$ cat src/rtl/mem_contention_pkg.sv
// Shared types and constants for the DRAM contention arbiter.
package mem_contention_pkg;

    localparam int unsigned NUM_TILES_DEF = 4;
    localparam int unsigned LEN_W_DEF     = 8;
    localparam int unsigned TOKEN_W_DEF   = 16;
    localparam int unsigned STALL_W_DEF   = 32;

    localparam logic [7:0] CSR_MEMC_CTRL   = 8'hD4;
    localparam logic [7:0] CSR_MEMC_TOKENS = 8'hD8;

    typedef enum logic [0:0] {
        IDLE,
        ISSUE
    } memc_state_t;

endpackage

$ cat src/rtl/rr_token_picker.sv
// Combinational round-robin search: first valid tile at or above rr_ptr, wrapping.
module rr_token_picker #(
    parameter int unsigned NUM_TILES = 4,
    localparam int unsigned ID_W = (NUM_TILES > 1) ? $clog2(NUM_TILES) : 1
) (
    input  logic [NUM_TILES-1:0] req_valid,
    input  logic [ID_W-1:0]      rr_ptr,
    output logic [ID_W-1:0]      cand,
    output logic                 found
);

    int unsigned idx;

    // Scan farthest offset first so the nearest valid tile is the last one written.
    always_comb begin
        found = 1'b0;
        cand  = '0;
        idx   = 0;
        for (int k = NUM_TILES - 1; k >= 0; k--) begin
            idx = (int'(rr_ptr) + k) % NUM_TILES;
            if (req_valid[idx]) begin
                found = 1'b1;
                cand  = ID_W'(idx);
            end
        end
    end

endmodule

$ cat src/rtl/mem_contention_arbiter.sv
// Round-robin DRAM request arbiter gated by a shared token bucket with
// strict head-of-line blocking.
module mem_contention_arbiter
    import mem_contention_pkg::*;
#(
    parameter int unsigned NUM_TILES = NUM_TILES_DEF,
    parameter int unsigned LEN_W     = LEN_W_DEF,
    parameter int unsigned TOKEN_W   = TOKEN_W_DEF,
    parameter int unsigned STALL_W   = STALL_W_DEF,
    localparam int unsigned ID_W     = (NUM_TILES > 1) ? $clog2(NUM_TILES) : 1
) (
    input  logic                       clk,
    input  logic                       reset,
    input  logic                       cfg_enable,
    input  logic [7:0]                 cfg_refill,
    input  logic [TOKEN_W-1:0]         cfg_bucket_max,
    input  logic [NUM_TILES-1:0]       req_valid,
    input  logic [NUM_TILES*LEN_W-1:0] req_len,
    output logic [NUM_TILES-1:0]       req_ready,
    output logic                       mem_valid,
    output logic [ID_W-1:0]            mem_tile_id,
    output logic [LEN_W-1:0]           mem_len,
    input  logic                       mem_ready,
    output logic [TOKEN_W-1:0]         token_level,
    output logic [STALL_W-1:0]         stall_cycles
);

    localparam int unsigned SUM_W = TOKEN_W + 2;

    memc_state_t      state;
    logic [ID_W-1:0]  rr_ptr;
    logic [ID_W-1:0]  cand;
    logic             found;
    logic [LEN_W-1:0] cand_len;
    logic [LEN_W-1:0] eff_len;
    logic             tokens_ok;
    logic             grant;
    logic             blocked;
    logic [SUM_W-1:0] tok_ext;
    logic [SUM_W-1:0] eff_ext;
    logic [SUM_W-1:0] max_ext;
    logic [SUM_W-1:0] sum;
    logic [SUM_W-1:0] consumed;
    logic [SUM_W-1:0] diff;
    logic [TOKEN_W-1:0] token_next;

    rr_token_picker #(
        .NUM_TILES(NUM_TILES)
    ) u_picker (
        .req_valid(req_valid),
        .rr_ptr   (rr_ptr),
        .cand     (cand),
        .found    (found)
    );

    always_comb begin
        cand_len  = req_len[32'(cand) * LEN_W +: LEN_W];
        eff_len   = (cand_len == '0) ? LEN_W'(1) : cand_len;
        tok_ext   = SUM_W'(token_level);
        eff_ext   = SUM_W'(eff_len);
        max_ext   = SUM_W'(cfg_bucket_max);
        tokens_ok = (tok_ext >= eff_ext);
        grant     = (state == IDLE) && found && (!cfg_enable || tokens_ok);
        blocked   = (state == IDLE) && found && cfg_enable && !tokens_ok;
    end

    always_comb begin
        req_ready = '0;
        if (grant) begin
            req_ready[cand] = 1'b1;
        end
    end

    // Refill and consumption are applied together, then clamped to [0, max].
    always_comb begin
        sum        = tok_ext + SUM_W'(cfg_refill);
        consumed   = (grant && cfg_enable) ? eff_ext : '0;
        diff       = '0;
        token_next = '0;
        if (!cfg_enable) begin
            token_next = cfg_bucket_max;
        end else if (sum < consumed) begin
            token_next = '0;
        end else begin
            diff = sum - consumed;
            if (diff > max_ext) begin
                token_next = cfg_bucket_max;
            end else begin
                token_next = diff[TOKEN_W-1:0];
            end
        end
    end

    always_ff @(posedge clk) begin
        if (reset) begin
            state        <= IDLE;
            rr_ptr       <= '0;
            mem_valid    <= 1'b0;
            mem_tile_id  <= '0;
            mem_len      <= '0;
            token_level  <= cfg_bucket_max;
            stall_cycles <= '0;
        end else begin
            token_level <= token_next;
            case (state)
                IDLE: begin
                    if (grant) begin
                        mem_valid   <= 1'b1;
                        mem_tile_id <= cand;
                        mem_len     <= eff_len;
                        rr_ptr      <= (cand == ID_W'(NUM_TILES - 1)) ? '0 : cand + ID_W'(1);
                        state       <= ISSUE;
                    end else if (blocked && (stall_cycles != '1)) begin
                        stall_cycles <= stall_cycles + STALL_W'(1);
                    end
                end
                ISSUE: begin
                    if (mem_ready) begin
                        mem_valid <= 1'b0;
                        state     <= IDLE;
                    end
                end
                default: begin
                    mem_valid <= 1'b0;
                    state     <= IDLE;
                end
            endcase
        end
    end

endmodule

$ cat config.mk
export PLATFORM = sky130hd
export DESIGN_NAME = mem_contention_arbiter
export DESIGN_NICKNAME = d
export VERILOG_FILES = /design/src/rtl/mem_contention_pkg.sv /design/src/rtl/rr_token_picker.sv /design/src/rtl/mem_contention_arbiter.sv
export SDC_FILE = /design/constraint.sdc
export NUM_CORES = 1
export LEC_CHECK = 0
export CAP_MARGIN = 25
export CORE_ASPECT_RATIO = 1.1
export CORE_MARGIN = 2
export CORE_UTILIZATION = 45
export CTS_CLUSTER_DIAMETER = 40
export DETAILED_ROUTE_END_ITERATION = 10
export GPL_TIMING_DRIVEN = 0
export PLACE_DENSITY_LB_ADDON = 0.08
export SLEW_MARGIN = 10
export SYNTH_ARGS = -nofsm -noshare
export SYNTH_HDL_FRONTEND = slang
export SYNTH_SLANG_ARGS = --single-unit
$ cat constraint.sdc
create_clock -name clk -period 9.6 [get_ports clk]
set_input_delay 1.44 -clock clk [delete_from_list [all_inputs] [get_ports clk]]
set_output_delay 1.44 -clock clk [all_outputs]
set_load 0.05 [all_outputs]
Word-level counts from Yosys, hierarchy flattened

Cells that the tools add are included.

$add $sub $neg: 7
$mul: 0
Div/mod/pow operators: 0
$lt $le $gt $ge: 9
Equality and inequality tests: 4
Shifts and indexed selects: 1
Multiplexer cells: 32
Bitwise logic cells: 2
Reduce and logical (&&, ||, !) cells: 14

Operators with widths:

| operator                                                                      | count |
|---|---|
| 16-bit 2-to-1 mux                                                             | 4 |
| 32-bit by 1-bit adder with 32-bit output (second input constant)              | 1 |
| 32-bit inequality test (second input constant)                                | 1 |
| 32-bit by 6-bit indexed part select with 8-bit output                         | 1 |
| 18-bit by 16-bit > comparator with 1-bit output                               | 1 |
| 17-bit by 8-bit subtractor with 18-bit output                                 | 1 |
| 16-bit by 8-bit adder with 17-bit output                                      | 1 |
| 17-bit by 8-bit less-than comparator with 1-bit output                        | 1 |
| 16-bit by 8-bit >= comparator with 1-bit output                               | 1 |
| 8-bit 2-to-1 mux                                                              | 2 |
| 2-bit by 3-bit less-than comparator with 1-bit output (second input constant) | 5 |
| 1-bit 2-to-1 mux                                                              | 13 |
| 2-bit 2-to-1 mux                                                              | 5 |
| 1-bit binary-select mux with 2-bit select                                     | 4 |
| 8-bit logical NOT                                                             | 1 |
| 1-bit logical AND                                                             | 7 |
| 2-bit by 1-bit adder with 2-bit output (second input constant)                | 2 |
| 2-bit adder (second input constant)                                           | 2 |
| 4-bit 2-to-1 mux                                                              | 1 |
| 2-bit inequality test (second input constant)                                 | 2 |
| 1-bit case mux with 2 select lines                                            | 2 |
| 2-bit AND reduction                                                           | 2 |
| 3-bit AND reduction                                                           | 1 |
| 1-bit demux with 2-bit select                                                 | 1 |
| other kinds (5)                                                               | 7 |

Bits in registers: 62
Latch bits: 0
RAM bits: 0
Bits in read-only memories: 0
Bits of input ports: 64
Output and inout bits: 63
Word-level logic and storage cells: 76
Memories: 0

Longest topological paths before layout

Gate-level depths: netlist of run 1.

Word-level depth: 21
Depth in mapped cells: 42
Gate-level depth less buffers: 38

Cells and area by module

A second synthesis of run 1 with hierarchy kept.

Cells, all modules: 589
Area, all modules: 4,885.9 um2

By module, submodules not included:

| module                 | times used | cells an instance | area an instance (um2) | seq. area each (um2) |
|---|---|---|---|---|
| mem_contention_arbiter | 1          | 576               | 4,808.4                | 1,241.2 |
| rr_token_picker        | 1          | 13                | 77.6                   | 0.0 |

Worst setup path after synthesis of run 1

Ideal clock, no wire load.

Path kind: input port to flip-flop
Start point: in req_valid[2]
End point: reg token_level[5]
Library setup time: 0.117 ns
Arrival: 8.992 ns
Required time: 9.483 ns
Setup slack: 0.491 ns
Stages on the path: 40
Path buffers: 4
Cells stage by stage: inv_1 -> o221ai_1 -> a21oi_1 -> buf_1 -> clkbuf_1 -> mux2i_1 -> mux2i_1 -> nor3_1 -> a221o_1 -> ha_1 -> nand2b_1 -> a21o_1 -> a21o_1 -> a21o_1 -> a21o_1 -> a21oi_1 -> o31a_1 -> clkbuf_1 -> [4 not listed] -> o31a_1 -> o311a_1 -> o21a_1 -> o21ai_0 -> nand2_1 -> nor2_1 -> xor2_1 -> ha_1 -> a21oi_1 -> nor2b_1 -> o21ai_0 -> a21oi_1 -> a211o_1 -> a21oi_1 -> a22o_2 -> nand2_1 -> buf_4 -> a22o_2

Cells in the longest elaborated chain, start to end: 20
Elaborated cells between the ends (all ways): 32
Those cells by class: add/sub: 1; order compare: 3; shift: 1; mux: 22; reduce/logical: 5

RTL lines:

| element                                                   | RTL line                      | source |
|---|---|---|
| start: declaration                                        | mem_contention_arbiter.sv:17  | `input logic [NUM_TILES-1:0] req_valid,` |
| 1-bit binary-select mux with 2-bit select                 | rr_token_picker.sv:21         | `if (req_valid[idx]) begin` |
| 1-bit 2-to-1 mux (implied by the code)                    | rr_token_picker.sv:21         |  |
| 2-bit 2-to-1 mux (3 in series)                            | rr_token_picker.sv:21         |  |
| 2-bit 2-to-1 mux (*)                                      | rr_token_picker.sv:21         |  |
| net cand[0]                                               | mem_contention_arbiter.sv:32  | `logic [ID_W-1:0] cand;` |
| 32-bit by 6-bit indexed part select with 8-bit output (*) | mem_contention_arbiter.sv:57  | `cand_len = req_len[32'(cand) * LEN_W +: LEN_W];` |
| 8-bit logical NOT                                         | mem_contention_arbiter.sv:58  | `eff_len = (cand_len == '0) ? LEN_W'(1) : cand_len;` |
| 8-bit 2-to-1 mux (*)                                      | mem_contention_arbiter.sv:58  |  |
| net eff_len[0]                                            | mem_contention_arbiter.sv:35  | `logic [LEN_W-1:0] eff_len;` |
| [3 not listed]                                            | n/a                           |  |
| 1-bit logical AND                                         | mem_contention_arbiter.sv:77  | `consumed = (grant && cfg_enable) ? eff_ext : '0;` |
| 8-bit 2-to-1 mux (*)                                      | mem_contention_arbiter.sv:77  |  |
| 17-bit by 8-bit subtractor with 18-bit output             | mem_contention_arbiter.sv:85  | `diff = sum - consumed;` |
| 18-bit by 16-bit > comparator with 1-bit output           | mem_contention_arbiter.sv:86  | `if (diff > max_ext) begin` |
| 16-bit 2-to-1 mux                                         | mem_contention_arbiter.sv:86  |  |
| 16-bit 2-to-1 mux (*)                                     | mem_contention_arbiter.sv:82  | `end else if (sum < consumed) begin` |
| 16-bit 2-to-1 mux (*)                                     | mem_contention_arbiter.sv:80  | `if (!cfg_enable) begin` |
| 16-bit 2-to-1 mux (*)                                     | mem_contention_arbiter.sv:95  | `if (reset) begin` |
| end signal: assignment                                    | mem_contention_arbiter.sv:101 | `token_level <= cfg_bucket_max;` |
| end signal: assignment                                    | mem_contention_arbiter.sv:104 | `token_level <= token_next;` |
| end: declaration                                          | mem_contention_arbiter.sv:24  | `output logic [TOKEN_W-1:0] token_level,` |

Mark *: on every way through the listed nets, which the timed path passes. The rest lies on a longest branch. The select of a mux whose other input is x is not followed.
A chain may end at the register's enable or synchronous reset.

Final worst setup path of run 1

Start point: in req_valid[1]
End point: reg token_level[5]

Same word-level chain as after synthesis.

==> results of run 1 <==
-- routing by layer --
layer	wire length [um]	global-route usage, %
met3	654	2.72
met4	393	12.2
met2	7370	43.5
met5	0	0
met1	5830	28.7
-- cell families after synthesis --
logic type	share of synthesized area [%]
adders and majority gates	12.4
and+or+nand+nor	20.9
xor gates and xnor gates	4.32
AOI/OAI and AO/OA	22.0
DFF	25.5
muxes	8.38
buffers and inverters	6.51
-- power by group --
group	switching [W]	internal (W)	leakage, nW
sequential	0.0000305	0.000288	0.509
combinational	0.000550	0.000408	2.02
clock	0.000118	0.000200	0.137
total	0.000699	0.000896	2.67
-- cell type report --
cell class,instances,area (um^2),area share (%)
plain buffers,24,144,2.14
clock buffers,12,236,3.52
clock inverters,4,47.5,0.708
inverters,52,198,2.94
multi-input cells,462,3370,50.2
flip-flops and latches,62,1240,18.5
well taps,143,179,2.66
repair buffers,131,1300,19.3
-- metrics by stage --
stage | total power (W) | TNS [ps]
finish | 0.00159 | 0
global route | 0.00172 | -77.6
CTS | 0.00157 | 0
detailed placement | 0.00123 | -24160
global placement | 0.00121 | -22280
floorplan | 0.000997 | 0
-- path summary, 6_finish.rpt --
| kind | endpoint | slack [ps] | start | cells after the start |
|---|---|---|---|---|
| worst min-delay path | mem_valid$_SDFFE_PP0P_ | 460 | mem_valid$_SDFFE_PP0P_ | 2 |
| worst max-delay path | token_level[5]$_DFF_P_ | 540 | req_valid[1] | 40 |
| worst max register to register | token_level[5]$_DFF_P_ | 1740 | rr_ptr[1]$_SDFFE_PP0P_ | 39 |
| worst min register to register | mem_valid$_SDFFE_PP0P_ | 460 | mem_valid$_SDFFE_PP0P_ | 2 |
-- what timing repair did --
item | in CTS | in global routing
setup endpoints to repair | 16 | 16
pin swaps | 0 | 2
gates resized for setup | 11 | 20
buffers inserted | 1 | 4
gates cloned | 0 | 0
-- flip-flops by register name, indices dropped and copies added, names as in the netlist --
register	count
rr_ptr	2
token_level	16
state	1
mem_valid	1
mem_tile_id	2
mem_len	8
stall_cycles	32
-- worst max-delay path, delay by kind of cell --
kind,cells,cell delay [ps]
xor+xnor,1,220
compound gates,22,4280
fa+ha+maj,3,860
simple gates,8,860
mux,1,400
buf+inv,5,1230
-- cells in the final DEF, fill, tap and decap left out, types with 3 or more instances in the layout --
master and n:
clkbuf_1 17, o31ai_1 11, o21ai_0 25, nor2b_1 7
a21o_1 13, a211oi_1 4, dfxtp_1 62, nor2_1 49
ha_1 45, mux2i_2 9, clkbuf_16 9, xnor2_1 12
inv_1 51, nand4_1 11, and2_1 3, nor3b_1 4
mux2_2 5, a21oi_1 48, or3_1 19, nand3_1 20
buf_4 8, or4_1 11, mux2i_1 25, o211ai_1 4
nand2b_1 8, buf_6 4, clkdlybuf4s50_1 126, o21a_1 3
o2111ai_1 3, and3_1 4, a22o_2 3, nand2_1 33
nor3_1 7, a22o_1 14, nor4_1 5, xor2_1 12
==> results.json, run 1 <==
{
  "hpwl_um": 11000,
  "ir_drop_mv": 0.197,
  "synthMostInstantiatedCell": "dfxtp_1",
  "cpMostUsedCell": "a21o_1",
  "slowest_delay_ps": 460,
  "ys_seq_area_share_pct": 25.5,
  "instances_no_fill": 890,
  "synth-edff-count": 0,
  "avgSynthCellArea_um2": 8.11,
  "row_count": 39,
  "cp_data_required_time_ps": 9820,
  "core_region_area_um2": 10400,
  "clock_latency_ps": 330,
  "via_per_inst": 5.60,
  "setup_ws_ps": 536,
  "tightest_slew_ps": 663,
  "synthTopCellsByCount": "62 x dfxtp_1, 51 x inv_1, 50 x nor2_1",
  "pin_count": 127,
  "yosys-top-cells-area": "dfxtp_1 26%, ha_1 12%, mux2i_1 7.0%, a21oi_1 5.0%, inv_1 3.9%",
  "drtIter0Drc": 175,
  "crit_path_max_fanout": 11,
  "final_util_pct": 64.3,
  "synth-seq-cells": 62,
  "clock_sinks": 62,
  "first_pass_iters": 5,
  "p_leak_nw": 2.67,
  "fin_nets": 853,
  "syn_inst": 600,
  "synth_ff_type": "dfxtp_1",
  "nFillCells": 965,
  "synth_area_um2": 4870,
  "grt_overflow": 0,
  "grtUsageTotal_pct": 24.5,
  "gp_congestion": 0.846,
  "antenna_found_initial": 0,
  "vias": 4980,
  "fin_skew_ps": 5.41,
  "die_h_um": 113,
  "place_inst": 869,
  "status": "finished, final reports clean",
  "cts_tree": "done",
  "grt_max_degree": 12,
  "drc_errors": 0,
  "async_reset_ff_share_pct": 0,
  "critPathSlowestCell": "clkdlybuf4s50_1",
  "worstPathArrival_ps": 9290,
  "yosysTopAreaCell": "dfxtp_1",
  "drive_gt1_share_pct": 8.43,
  "synth_cell_types": 66,
  "post_drt_wl_per_cell_um": 16.0,
  "start_util_pct": 46.6,
  "period_minus_slack_ps": 9060,
  "cts_buffer_depth": 2,
  "die_width_um": 103,
  "cts_inserted_buffers": 9,
  "cts_hold_buf": 0,
  "htreeDepth": 3,
  "crit_type": "input port to flop",
  "timing.hold.ws_ps": 461,
  "cts_root_buffer": "clkbuf_16",
  "fmax_mhz": 110,
  "maxCapViolations": 0,
  "diodes": 0,
  "hold_viol_final": 0,
  "hp-class": "flop to flop",
  "cp-end-kind": "flop",
  "clk_pin_slew_ps": 50,
  "die-area_um2": 11700,
  "grt_pass1_vias": 4851,
  "fin_area_um2": 6720,
  "syn_to_final_growth_pct": 38.1,
  "powerDensity_nw_per_um2": 237,
  "postPlaceCellArea_um2": 6310,
  "slew-limit-headroom_pct": 55.7,
  "slew_viol_final": 0,
  "dp_slack_ps": -1620,
  "fin_crit_sh_pct": 94.4,
  "synth_nets": 711,
  "numPortBuffers": 126,
  "totalWireLength_um": 14200,
  "yosysTopAreaCellShare_pct": 25.5,
  "ant_nets": 0,
  "start_kind": "input port",
  "setup_viol": 0,
  "grt_pass1_wl_um": 22700,
  "yosysWarnings": 0
}
Power figures use the tool's default switching activity.
==> run 2: changes to the inputs <==
CORE_UTILIZATION = 50   (was 45)
TNS_END_PERCENT = 10   (was unset)
clock period = 9.5 ns   (was 9.6 ns; I/O delays follow)
==> run 2 against run 1 <==
Largest cell class unchanged. Non-clock buffer count unchanged. Global-route usage increased by 1.8 points. Setup slack worse by 33 ps. Sequential share of layout area up 0.23 points. Critical endpoint unchanged. Sequential cell count unchanged. Power down 1.9%. Clock skew increased by 8.3 ps.
==> results.json, run 2 (same netlist as run 1, synthesis figures left out) <==
{
  "dp_slack_ps": -1650,
  "totalWireLength_um": 14100,
  "instances_no_fill": 864,
  "grt_max_degree": 13,
  "cts_buffer_depth": 2,
  "die-area_um2": 10500,
  "met3_usage_pct": 2.99,
  "start_kind": "input port",
  "fin_skew_ps": 13.7,
  "fin_area_um2": 6640,
  "die_width_um": 98.1,
  "start_util_pct": 51.8,
  "tightest_slew_ps": 687,
  "clock_sinks": 62,
  "drc_errors": 0,
  "grt_pass1_wl_um": 22700,
  "hold_viol_final": 0,
  "critPathSlowestCell": "clkdlybuf4s50_1",
  "hp-class": "flop to flop",
  "cp_data_required_time_ps": 9740,
  "slew_viol_final": 0,
  "use_met1_pct": 30.6,
  "cts_tree": "done",
  "via_per_inst": 5.81,
  "nFillCells": 785,
  "powerDensity_nw_per_um2": 236,
  "status": "finished, final reports clean",
  "seqPwrFrac_pct": 20.6,
  "pin_count": 127,
  "first_pass_iters": 4,
  "ant_nets": 0,
  "crit_family": "compound AO/OA/AOI/OAI gates",
  "crit_type": "input port to flop",
  "crit_path_max_fanout": 11,
  "mostFrequentLayoutCell": "clkdlybuf4s50_1",
  "fin_crit_sh_pct": 94.7,
  "top_regs": "stall_cycles (32), token_level (16), mem_len (8)",
  "mostFrequentLayoutCells": "126 x clkdlybuf4s50_1, 62 x dfxtp_1, 51 x inv_1",
  "slew-limit-headroom_pct": 54.2,
  "regMostFlops": "stall_cycles",
  "power.share.switching_pct": 45.5,
  "p_leak_nw": 2.64,
  "ir_drop_mv": 0.222,
  "hpwl_um": 10900,
  "maxCapViolations": 0,
  "crit_buf_inv": 4,
  "core_region_area_um2": 9400,
  "gp_congestion": 0.851,
  "place_inst": 843,
  "htreeDepth": 3,
  "internal_power_w": 0.000853,
  "antenna_found_initial": 0,
  "fmax_mhz": 111,
  "diodes": 0,
  "grt_pass1_vias": 4835,
  "die_h_um": 107,
  "syn_to_final_growth_pct": 36.4,
  "postPlaceCellArea_um2": 6270,
  "post_drt_wl_per_cell_um": 16.3,
  "worstPathArrival_ps": 9240,
  "p_sw_w": 0.000711,
  "cts_inserted_buffers": 9,
  "setup_viol": 0,
  "met2_usage_pct": 50.1,
  "row_count": 37,
  "clkPwrFrac_pct": 17.2,
  "grtUsageTotal_pct": 26.4,
  "largest_register_ffs": 32,
  "cpMostUsedCell": "a21o_1",
  "clk_pin_slew_ps": 80,
  "slowest_delay_ps": 450,
  "numPortBuffers": 126,
  "setup_ws_ps": 503,
  "vias": 5021,
  "drtIter0Drc": 183,
  "p_total_w": 0.00156,
  "cp-end-kind": "flop",
  "p_comb_share_pct": 62.2,
  "clock_latency_ps": 350,
  "drive_gt1_share_pct": 8.84,
  "top_usage_layer": "met2",
  "grt_overflow": 0,
  "period_minus_slack_ps": 9000,
  "cts_hold_buf": 0,
  "cts_root_buffer": "clkbuf_8",
  "fin_nets": 853
}
[run 2: cell types whose count changed in the layout (fill, tap and decap cells not counted), moves of 2 or more]
cell	before	now
clkbuf_1	17	14
clkbuf_16	9	0
clkbuf_8	0	9
clkinv_4	0	3
mux2i_1	25	27
mux2i_2	9	6
[run 2: repair_timing]
action	CTS	global route
buffers inserted	1	4
pin swaps	0	1
resized for setup	11	21
setup endpoints to repair	16	16
[run 2: final timing paths]
path,start,endpoint,slack (ps),cells after the start
hold reg to reg,mem_valid$_SDFFE_PP0P_,mem_valid$_SDFFE_PP0P_,480,2
setup reg to reg,rr_ptr[1]$_SDFFE_PP0P_,token_level[5]$_DFF_P_,1670,38
hold / removal,mem_valid$_SDFFE_PP0P_,mem_valid$_SDFFE_PP0P_,480,2
setup / recovery,req_valid[0],token_level[5]$_DFF_P_,500,39
[run 2: area by class of cell]
cell class                 count  area, um^2  share of cell area (%)
buffer                        24         144                    2.17
clock buffer                   9         124                    1.87
clock inverter                 7        98.8                    1.49
inverter                      52         198                    2.98
multi-input combinational    462        3390                    51.0
sequential                    62        1240                    18.7
tap                          117         146                    2.21
timing repair buffer         131        1300                    19.6
[run 2: worst register-to-register path: cells and delay by family, from the launching register on]
kind / cells / cell delay (ps)
simple gates: 9 / 1080
mux: 1 / 370
buf+inv: 3 / 580
fa+ha+maj: 3 / 800
flops: 1 / 440
xor+xnor: 1 / 210
compound gates: 21 / 4270
[run 2: metal layers]
layer	vias to the layer above	share of wire, %
met2	109	53
met3	16	3.6
met4	0	1.6
met5	-	0
met1	2419	42
li1	2477	-
[run 2: power by group through the flow]
stage / registers [W] / logic, W / clock network (W)
floorplan: 0.000413 / 0.000594 / 0
global placement: 0.000325 / 0.000896 / 0
detailed placement: 0.000327 / 0.000922 / 0
CTS: 0.000321 / 0.000941 / 0.000270
global route: 0.000326 / 0.00107 / 0.000278
finish: 0.000322 / 0.000972 / 0.000269
[run 2: stage by stage]
stage          hold WS, ps  setup TNS (ps)  util, %
2_1_floorplan          462               0        -
3_3_place_gp           443          -22830     66.8
3_5_place_dp           466          -25010     66.8
4_1_cts                476               0     69.5
5_1_grt                522           -98.3     70.6
6_report               476               0     70.6
